$ cat config.mk
export PLATFORM = sky130hd
export DESIGN_NAME = branch_predictor_gshare_flat
export DESIGN_NICKNAME = d
export VERILOG_FILES = /design/src/rtl/branch_predictor_gshare_pkg.sv /design/src/rtl/branch_predictor_gshare_if.sv /design/src/rtl/branch_predictor_gshare_pht.sv /design/src/rtl/branch_predictor_gshare.sv /design/src/flat_wrapper.sv
export SDC_FILE = /design/constraint.sdc
export NUM_CORES = 1
export LEC_CHECK = 0
export BUFFER_PORTS_ARGS = -buffer_cell sky130_fd_sc_hd__buf_2
export CAP_MARGIN = 15
export CORE_UTILIZATION = 30
export DETAILED_ROUTE_END_ITERATION = 10
export GPL_ROUTABILITY_DRIVEN = 0
export PLACE_DENSITY = 0.53
export SETUP_SLACK_MARGIN = 0.15
export SLEW_MARGIN = 20
export SYNTH_ARGS = -nofsm -noshare
export SYNTH_HDL_FRONTEND = slang
export SYNTH_HIERARCHICAL = 1
export SYNTH_SLANG_ARGS = --single-unit
$ cat constraint.sdc
create_clock -name clk -period 3.2 [get_ports clk]
set_input_delay 0.32 -clock clk [delete_from_list [all_inputs] [get_ports clk]]
set_output_delay 0.32 -clock clk [all_outputs]
set_load 0.01 [all_outputs]
$ cat src/rtl/branch_predictor_gshare_pkg.sv
// Shared types and helpers for the gshare branch predictor.
// Counters are carried in a fixed 4-bit container (the widest supported
// counter); the active width is passed alongside so one helper serves
// every CTR_BITS setting.
package branch_predictor_gshare_pkg;

  localparam int BPU_CTR_MAX_BITS = 4;

  typedef logic [BPU_CTR_MAX_BITS-1:0] bpu_ctr_t;

  // Weakly not-taken value for a counter of the given width.
  function automatic bpu_ctr_t bpu_ctr_reset(input int unsigned width);
    return bpu_ctr_t'((32'd1 << (width - 32'd1)) - 32'd1);
  endfunction

  // Saturating up/down step of a counter of the given width.
  function automatic bpu_ctr_t bpu_sat_update(input bpu_ctr_t ctr,
                                              input logic taken,
                                              input int unsigned width);
    bpu_ctr_t max_v;
    max_v = bpu_ctr_t'((32'd1 << width) - 32'd1);
    if (taken) begin
      if (ctr >= max_v) return max_v;
      else              return ctr + 4'd1;
    end else begin
      if (ctr == 4'd0) return 4'd0;
      else             return ctr - 4'd1;
    end
  endfunction

endpackage

$ cat src/rtl/branch_predictor_gshare_if.sv
// IF/EX facing bus of the branch predictor. The master modport is the
// pipeline side (drives fetch PC and resolved branches); the slave modport
// is the predictor.
interface branch_predictor_gshare_if #(
  parameter int IDX_W = 4
) ();
  logic [31:0]      if_pc_ip;
  logic             pred_taken_op;
  logic [IDX_W-1:0] pred_index_op;
  logic             ex_valid_ip;
  logic [IDX_W-1:0] ex_index_ip;
  logic             ex_taken_ip;
  logic             ex_pred_ip;
  logic             mispredict_op;

  modport master (
    output if_pc_ip, ex_valid_ip, ex_index_ip, ex_taken_ip, ex_pred_ip,
    input  pred_taken_op, pred_index_op, mispredict_op
  );

  modport slave (
    input  if_pc_ip, ex_valid_ip, ex_index_ip, ex_taken_ip, ex_pred_ip,
    output pred_taken_op, pred_index_op, mispredict_op
  );
endinterface

$ cat src/rtl/branch_predictor_gshare_pht.sv
// Pattern history table: array of saturating counters with one
// combinational read port and one synchronous read-modify-write port.
// Reads see the pre-update value when both ports hit the same entry.
module bpu_pht
  import branch_predictor_gshare_pkg::*;
#(
  parameter int PHT_ENTRIES = 16,
  parameter int CTR_BITS    = 2,
  localparam int IDX_W      = $clog2(PHT_ENTRIES)
) (
  input  logic                clk,
  input  logic                rst,
  input  logic [IDX_W-1:0]    rd_idx_i,
  output logic [CTR_BITS-1:0] rd_ctr_o,
  input  logic                wr_en_i,
  input  logic [IDX_W-1:0]    wr_idx_i,
  input  logic                wr_taken_i
);

  localparam bpu_ctr_t BPU_CTR_RESET = bpu_ctr_reset(CTR_BITS);

  logic [CTR_BITS-1:0] ctr_q [PHT_ENTRIES];
  logic [CTR_BITS-1:0] ctr_d;
  bpu_ctr_t            cur_s;

  assign rd_ctr_o = ctr_q[rd_idx_i];

  // Next value of the entry being written: widen, step, narrow back.
  always_comb begin
    cur_s                 = '0;
    cur_s[CTR_BITS-1:0]   = ctr_q[wr_idx_i];
    ctr_d                 = CTR_BITS'(bpu_sat_update(cur_s, wr_taken_i, CTR_BITS));
  end

  // Counter storage: async clear to weakly not-taken, single-entry update.
  always_ff @(posedge clk or posedge rst) begin
    if (rst) begin
      for (int i = 0; i < PHT_ENTRIES; i++) begin
        ctr_q[i] <= BPU_CTR_RESET[CTR_BITS-1:0];
      end
    end else if (wr_en_i) begin
      ctr_q[wr_idx_i] <= ctr_d;
    end
  end

endmodule

$ cat src/rtl/branch_predictor_gshare.sv
// Gshare / bimodal branch predictor top: index hashing, non-speculative
// global history, mispredict detection and optional perf counters.
// Optional feature macro: BPU_PERF_EN (adds perf_branches_op/perf_mispred_op).
module branch_predictor_gshare
  import branch_predictor_gshare_pkg::*;
#(
  parameter int PHT_ENTRIES = 16,
  parameter int CTR_BITS    = 2,
  parameter int GHR_BITS    = 4,
  parameter int GSHARE      = 1,
  localparam int IDX_W      = $clog2(PHT_ENTRIES)
) (
  input logic clk,
  input logic rst,
  branch_predictor_gshare_if.slave bus
`ifdef BPU_PERF_EN
  ,
  output logic [31:0] perf_branches_op,
  output logic [31:0] perf_mispred_op
`endif
);

  if ((PHT_ENTRIES < 2) || ((PHT_ENTRIES & (PHT_ENTRIES - 1)) != 0)) begin : g_bad_pht
    $error("PHT_ENTRIES must be a power of two >= 2");
  end
  if ((GHR_BITS < 1) || (GHR_BITS > IDX_W)) begin : g_bad_ghr
    $error("GHR_BITS must be in 1..IDX_W");
  end
  if ((CTR_BITS < 1) || (CTR_BITS > BPU_CTR_MAX_BITS)) begin : g_bad_ctr
    $error("CTR_BITS must be in 1..4");
  end

  logic [IDX_W-1:0]    base_idx_s;
  logic [IDX_W-1:0]    ghr_ext_s;
  logic [IDX_W-1:0]    pred_idx_s;
  logic [GHR_BITS-1:0] ghr_q;
  logic [GHR_BITS-1:0] ghr_d;
  logic [GHR_BITS:0]   ghr_shift_s;
  logic [CTR_BITS-1:0] rd_ctr_s;
  logic                unused_pc_s;

  assign unused_pc_s = ^{bus.if_pc_ip[31:IDX_W+2], bus.if_pc_ip[1:0]};

  // Prediction index: word-aligned PC bits, optionally hashed with history.
  always_comb begin
    base_idx_s               = bus.if_pc_ip[IDX_W+1:2];
    ghr_ext_s                = '0;
    ghr_ext_s[GHR_BITS-1:0]  = ghr_q;
    if (GSHARE != 0) begin
      pred_idx_s = base_idx_s ^ ghr_ext_s;
    end else begin
      pred_idx_s = base_idx_s;
    end
  end

  bpu_pht #(
    .PHT_ENTRIES (PHT_ENTRIES),
    .CTR_BITS    (CTR_BITS)
  ) u_pht (
    .clk        (clk),
    .rst        (rst),
    .rd_idx_i   (pred_idx_s),
    .rd_ctr_o   (rd_ctr_s),
    .wr_en_i    (bus.ex_valid_ip),
    .wr_idx_i   (bus.ex_index_ip),
    .wr_taken_i (bus.ex_taken_ip)
  );

  assign bus.pred_index_op = pred_idx_s;
  assign bus.pred_taken_op = rd_ctr_s[CTR_BITS-1];
  assign bus.mispredict_op = bus.ex_valid_ip & (bus.ex_taken_ip != bus.ex_pred_ip);

  // History shift with newest outcome in the LSB; also covers GHR_BITS=1.
  always_comb begin
    ghr_shift_s = {ghr_q, bus.ex_taken_ip};
    ghr_d       = ghr_shift_s[GHR_BITS-1:0];
  end

  // Global history register, advanced only by resolved branches.
  always_ff @(posedge clk or posedge rst) begin
    if (rst) begin
      ghr_q <= '0;
    end else if (bus.ex_valid_ip) begin
      ghr_q <= ghr_d;
    end
  end

`ifdef BPU_PERF_EN
  logic [31:0] perf_br_q;
  logic [31:0] perf_mp_q;

  // Saturating counts of resolved branches and of mispredicts.
  always_ff @(posedge clk or posedge rst) begin
    if (rst) begin
      perf_br_q <= 32'd0;
      perf_mp_q <= 32'd0;
    end else begin
      if (bus.ex_valid_ip && (perf_br_q != 32'hFFFF_FFFF)) begin
        perf_br_q <= perf_br_q + 32'd1;
      end
      if (bus.mispredict_op && (perf_mp_q != 32'hFFFF_FFFF)) begin
        perf_mp_q <= perf_mp_q + 32'd1;
      end
    end
  end

  assign perf_branches_op = perf_br_q;
  assign perf_mispred_op  = perf_mp_q;
`endif

endmodule

$ cat src/flat_wrapper.sv
// flat-port wrapper written by rule: the top's interface ports become plain ports
module branch_predictor_gshare_flat import branch_predictor_gshare_pkg::*;
#(
  parameter int PHT_ENTRIES = 16,
  parameter int CTR_BITS    = 2,
  parameter int GHR_BITS    = 4,
  parameter int GSHARE      = 1,
  localparam int IDX_W      = $clog2(PHT_ENTRIES)
)
  (clk, rst, bus_if_pc_ip, bus_ex_valid_ip, bus_ex_index_ip, bus_ex_taken_ip, bus_ex_pred_ip, bus_pred_taken_op, bus_pred_index_op, bus_mispredict_op);
  branch_predictor_gshare_if #(.IDX_W(4)) bus_i ();
  input logic clk;
  input logic rst;
  input wire logic [$bits(bus_i.if_pc_ip)-1:0] bus_if_pc_ip;
  input wire logic [$bits(bus_i.ex_valid_ip)-1:0] bus_ex_valid_ip;
  input wire logic [$bits(bus_i.ex_index_ip)-1:0] bus_ex_index_ip;
  input wire logic [$bits(bus_i.ex_taken_ip)-1:0] bus_ex_taken_ip;
  input wire logic [$bits(bus_i.ex_pred_ip)-1:0] bus_ex_pred_ip;
  output wire logic [$bits(bus_i.pred_taken_op)-1:0] bus_pred_taken_op;
  output wire logic [$bits(bus_i.pred_index_op)-1:0] bus_pred_index_op;
  output wire logic [$bits(bus_i.mispredict_op)-1:0] bus_mispredict_op;
  assign bus_i.if_pc_ip = bus_if_pc_ip;
  assign bus_i.ex_valid_ip = bus_ex_valid_ip;
  assign bus_i.ex_index_ip = bus_ex_index_ip;
  assign bus_i.ex_taken_ip = bus_ex_taken_ip;
  assign bus_i.ex_pred_ip = bus_ex_pred_ip;
  assign bus_pred_taken_op = bus_i.pred_taken_op;
  assign bus_pred_index_op = bus_i.pred_index_op;
  assign bus_mispredict_op = bus_i.mispredict_op;
  branch_predictor_gshare #(.PHT_ENTRIES(PHT_ENTRIES), .CTR_BITS(CTR_BITS), .GHR_BITS(GHR_BITS), .GSHARE(GSHARE)) u_core (.clk(clk), .rst(rst), .bus(bus_i));
endmodule
Yosys cells after proc, flatten, opt, wreduce, memory -nomap -nowiden --
Cells that the tools add are included.
Cells by class: order comparisons 4, $add $sub $neg 2, eq/ne operators 1, reduce and logical (&&, ||, !) cells 2, mux-type cells 12, bitwise gates (word level) 4
Operators by type and width (count):
- $bwmux 32 | 1
- $bmux 2 s4 | 2
- $mux 2 | 8
- $ge 5x5->1 const B | 2
- $not 4->5 | 2
- $demux 2 s4 | 1
- $lt 5x1->1 const B | 1
- $xor 4x4->4 | 1
- $add 2x1->2 const B | 1
- $ge 2x2->1 const B | 1
- $logic_not 2->1 | 1
- $sub 2x1->2 const B | 1
- $and 1x1->1 | 1
- $logic_and 1x1->1 | 1
- $ne 1x1->1 | 1
Word-level totals: register bits after elaboration 36, word-level logic and storage cells 42, bits of input ports 41

Depth between registers and ports, before layout --
word-level depth 8, depth in mapped cells 5, gate-level depth less buffers 4

By module --
Netlist, hierarchy kept.
Modules (own cells, without submodules):
- bpu_pht | area each 1865.5 um^2, cells each 138, seq. area each 820.8 um^2, instances 1
- branch_predictor_gshare | area each 200.2 um^2, cells each 15, seq. area each 100.1 um^2, instances 1

Worst setup path before layout --
Ideal clock, no wire load.
kind register -> output, from reg u_core.ghr_q[0] (netlist: u_core/ghr_ext_s[0]), to out bus_pred_taken_op, data arrival time 2.176 ns, stages on the path, launching flop included 5, setup slack 0.704 ns, data required time 2.880 ns, cells stage by stage dfrtp_1 > xor2_1 > clkbuf_1 > mux4_2 > mux4_2
On the way: longest elaborated chain between the ends 5
RTL lines:
- start, declared | RTL line branch_predictor_gshare.sv:36 | logic [GHR_BITS-1:0] ghr_q;
- start signal, assigned | RTL line branch_predictor_gshare.sv:84 | ghr_q <= ghr_d;
- $xor 4x4->4 | RTL line branch_predictor_gshare.sv:50 | pred_idx_s = base_idx_s ^ ghr_ext_s;
- net bus_pred_index_op[0] | RTL line flat_wrapper.sv:20 | output wire logic [$bits(bus_i.pred_index_op)-1:0] bus_pred_index_op;
- $not 4->5 (not written as such) | RTL line branch_predictor_gshare_pht.sv:26 | assign rd_ctr_o = ctr_q[rd_idx_i];
- $bmux 2 s4 | RTL line branch_predictor_gshare_pht.sv:26
- $mux 2 (not written as such) (2 in a row) | RTL line branch_predictor_gshare_pht.sv:26
- end, declared | RTL line flat_wrapper.sv:19 | output wire logic [$bits(bus_i.pred_taken_op)-1:0] bus_pred_taken_op;
The timed path passes the listed nets, and every way through them passes these cells. The select of a mux whose other input is x is not followed.

Worst setup path in the final report --
from reg u_core.ghr_q[1] (netlist: u_core/ghr_ext_s[1]), to out bus_pred_taken_op
On the way: longest elaborated chain between the ends 5
RTL lines (RTL line):
- $xor 4x4->4 | branch_predictor_gshare.sv:50
- $not 4->5 (not written as such) | branch_predictor_gshare_pht.sv:26
- $bmux 2 s4 | branch_predictor_gshare_pht.sv:26
- $mux 2 (not written as such) (2 in a row) | branch_predictor_gshare_pht.sv:26
Every way passes these cells. The select of a mux whose other input is x is not followed.

==> flow_summary_export.csv <==
group,metric,value,unit
sta,fin_skew,0.007300,ns
finish,syn2layout_area_growth,14.54,%
setup_path,cp.required,2.88,ns
drt,wl_met2,1.834,mm
power_and_ir_drop,cellInternalPower,1.164,mW
die,die_w,82.69,um
synthesis,yosys_warnings,6,
clock_tree,ctsResizeCount,0,
place,port_buffers,18,
die,dieArea,0.006837,mm2
die,core,0.006314,mm2
clock_tree,cts-root-buf,"clkbuf_8",
setup_path,path_cells,"xor2_1 > mux4_2 > mux4_2 > buf_2",
finish,drive_gt1_share,49.13,%
sta,final_max_slew_viol_count,0,
setup_path,critPathSlowestCell,"xor2_1",
setup_path,critPathMaxFanout,5,
sta,setup_tns,0,ns
global_route,grt_pass1_vias,1274,
synthesis,syn_area_per_cell,13.20,um2
power_and_ir_drop,p_seq_share,47.4,%
setup_path,end_kind,"output port",
power_and_ir_drop,p_leak,0.9269,nW
drt,met3_length,188,um
run_status,status,"complete, no violations",
clock_tree,cts.sinks,36,
power_and_ir_drop,power_frac_clock,20.1,%
die,start_util,30.94,%
sta,period_share,81.73,%
finish,instances_no_fill,250,
finish,multi_input_area,988.4,um2
setup_path,arrival,2.30,ns
drt,routed_wl,4.131,mm
sta,fmax,0.3824,GHz
finish,fillers,629,
global_route,grt_overflow_total,0,
clock_tree,clock_latency,0.29,ns
global_route,antenna_found_initial,0,
drt,met1Wirelength,2.049,mm
global_route,grt_pass1_wl,6.713,mm
setup_path,critPathTopFamily,"multiplexers",
flow_run,drv_cap,0,
drt,firstDrtPassIters,4,
setup_path,worst_path_most_repeated_cell,"mux4_2",
hold_path,hp-class,"primary input to flop",
synthesis,netlist_instances,148,
finish,diodes,0,
setup_path,cp_num_buf_inv,1,
setup_path,slowest_delay,0.55,ns
clock_tree,cts_tree,"built",
drt,via_per_inst,5.040,
power_and_ir_drop,power_density,743.8,mW/mm2
setup_path,start_kind,"flop",
drt,topRoutingLayerUsed,"met4",
global_route,grt_max_degree,25,
setup_path,path_class,"flop to output port",
drt,vias,1260,
power_and_ir_drop,pwr-share-comb,32.4,%
sta,relSlewSlack,34.05,%
setup_path,r2r_slack,1.19,ns
sta,rsz0062_at_grt,"no",
finish,nNetsFinal,213,
sta,period_needed,2.615,ns
power_and_ir_drop,p_sw_share,30.06,%
die,num_io_pins,47,
clock_tree,cts_buffers,5,
synthesis,syn_nets,189,
clock_tree,clockBufferDepth,2,
die,fp-row-count,29,
clock_tree,clk_pin_slew_worst_paths,0.07,ns
drt,drt_iter0_drc,58,
sta,hold_viol,0,
drt,ant_nets,0,
power_and_ir_drop,p_sw,500.2,uW
sta,final-setup-viol-count,0,
finish,seq_area,920.9,um2
power_and_ir_drop,max-vdd-ir-drop,0.2683,mV
die,die_h,82.69,um
sta,worstMarginPinSlew,0.9881,ns
global_route,globalRouteTotalUtil,13.93,%
place,dpl.hpwl,3.001,mm
synthesis,synth_area,0.001953,mm2
drt,routedWlPerCell,16.52,um
place,dp_cells,241,
drt,post-route-drc-count,0,
clock_tree,cts-htree-levels,2,
## layout make-up
| cell class | count | share of cell area, % |
|---|---|---|
| Multi-Input combinational cell | 103 | 44.18 |
| Sequential cell | 36 | 41.16 |
| Timing Repair Buffer | 22 | 5.481 |
| Tap cell | 77 | 4.306 |
| Clock buffer | 6 | 3.691 |
| Inverter | 4 | 0.7271 |
| Clock inverter | 2 | 0.4474 |
## layout by cell type, fill, tap and decap left out
cell type,count
or3b_2,1
maj3_2,1
dfstp_2,16
dlygate4sd3_1,1
xor2_1,5
nor2_1,21
buf_4,3
inv_1,3
clkbuf_8,6
and2_2,1
a21o_1,2
clkinv_2,2
mux4_1,7
nand2_1,4
buf_2,18
mux2i_1,2
nand3b_1,2
mux2_2,29
clkinvlp_2,1
dfrtp_1,20
a21oi_1,8
o21bai_1,2
or2_2,1
a211oi_1,2
maj3_1,1
nor3_1,6
mux4_2,6
nand2b_1,1
nand3_1,1
## timing repair
item / in CTS / in global routing
buffers inserted: 0 / 0
endpoints found under the hold margin: 4 / 0
hold buffers: 1 / 0
## routing by layer
metal,vias to the layer above,GRT usage (%)
li1,592,-
met1,628,18.26
met2,33,21.97
met3,7,3.956
met4,0,4.655
met5,-,0
## stage by stage
stage	hold slack (ns)	cell area [um2]	util (%)	setup slack, ns	power (mW)
after global routing	0.3963	2237	35.43	0.5099	1.777
final	0.3981	2237	35.43	0.5847	1.664
after CTS	0.4033	2237	35.43	0.5585	1.680
after global placement	0.2201	2135	33.81	0.9068	1.319
after detailed placement	0.2207	2135	33.81	0.8873	1.338
after floorplan	0.08608	1953	-	0.9177	1.184
## worst register-to-register path: stages, from the launching register on
cell,delay (ns)
dfrtp_1,0.41
mux4_1,0.55
mux2_2,0.29
maj3_2,0.39
mux2_2,0.31
## state kept, by name, summed over array words and instances (netlist names)
| signal | cells |
|---|---|
| u_core/u_pht/ctr_q | 32 |
| u_core/ghr_ext_s | 4 |
## power by group through the flow
stage / Combinational, mW / Clock, mW / Sequential [mW]
3_5_place_dp: 0.541 / 0 / 0.796
6_report: 0.540 / 0.335 / 0.789
4_1_cts: 0.545 / 0.345 / 0.790
5_1_grt: 0.594 / 0.370 / 0.813
3_3_place_gp: 0.529 / 0 / 0.790
2_1_floorplan: 0.428 / 0 / 0.755
## final timing paths
path	to	depth (start not counted)	from
max	bus_pred_taken_op	4	u_core/ghr_ext_s[1]$_DFFE_PP0P_
min	u_core/ghr_ext_s[0]$_DFFE_PP0P_	2	bus_ex_taken_ip
max reg2reg	u_core/u_pht/ctr_q[16]$_DFFE_PP1P_	4	u_core/u_pht/ctr_q[21]$_DFFE_PP0P_
min reg2reg	u_core/u_pht/ctr_q[11]$_DFFE_PP0P_	1	u_core/u_pht/ctr_q[11]$_DFFE_PP0P_
max in group asynchronous	u_core/u_pht/ctr_q[30]$_DFFE_PP1P_	4	rst
min in group asynchronous	u_core/ghr_ext_s[2]$_DFFE_PP0P_	3	rst
(Power assumes the default switching activity.)
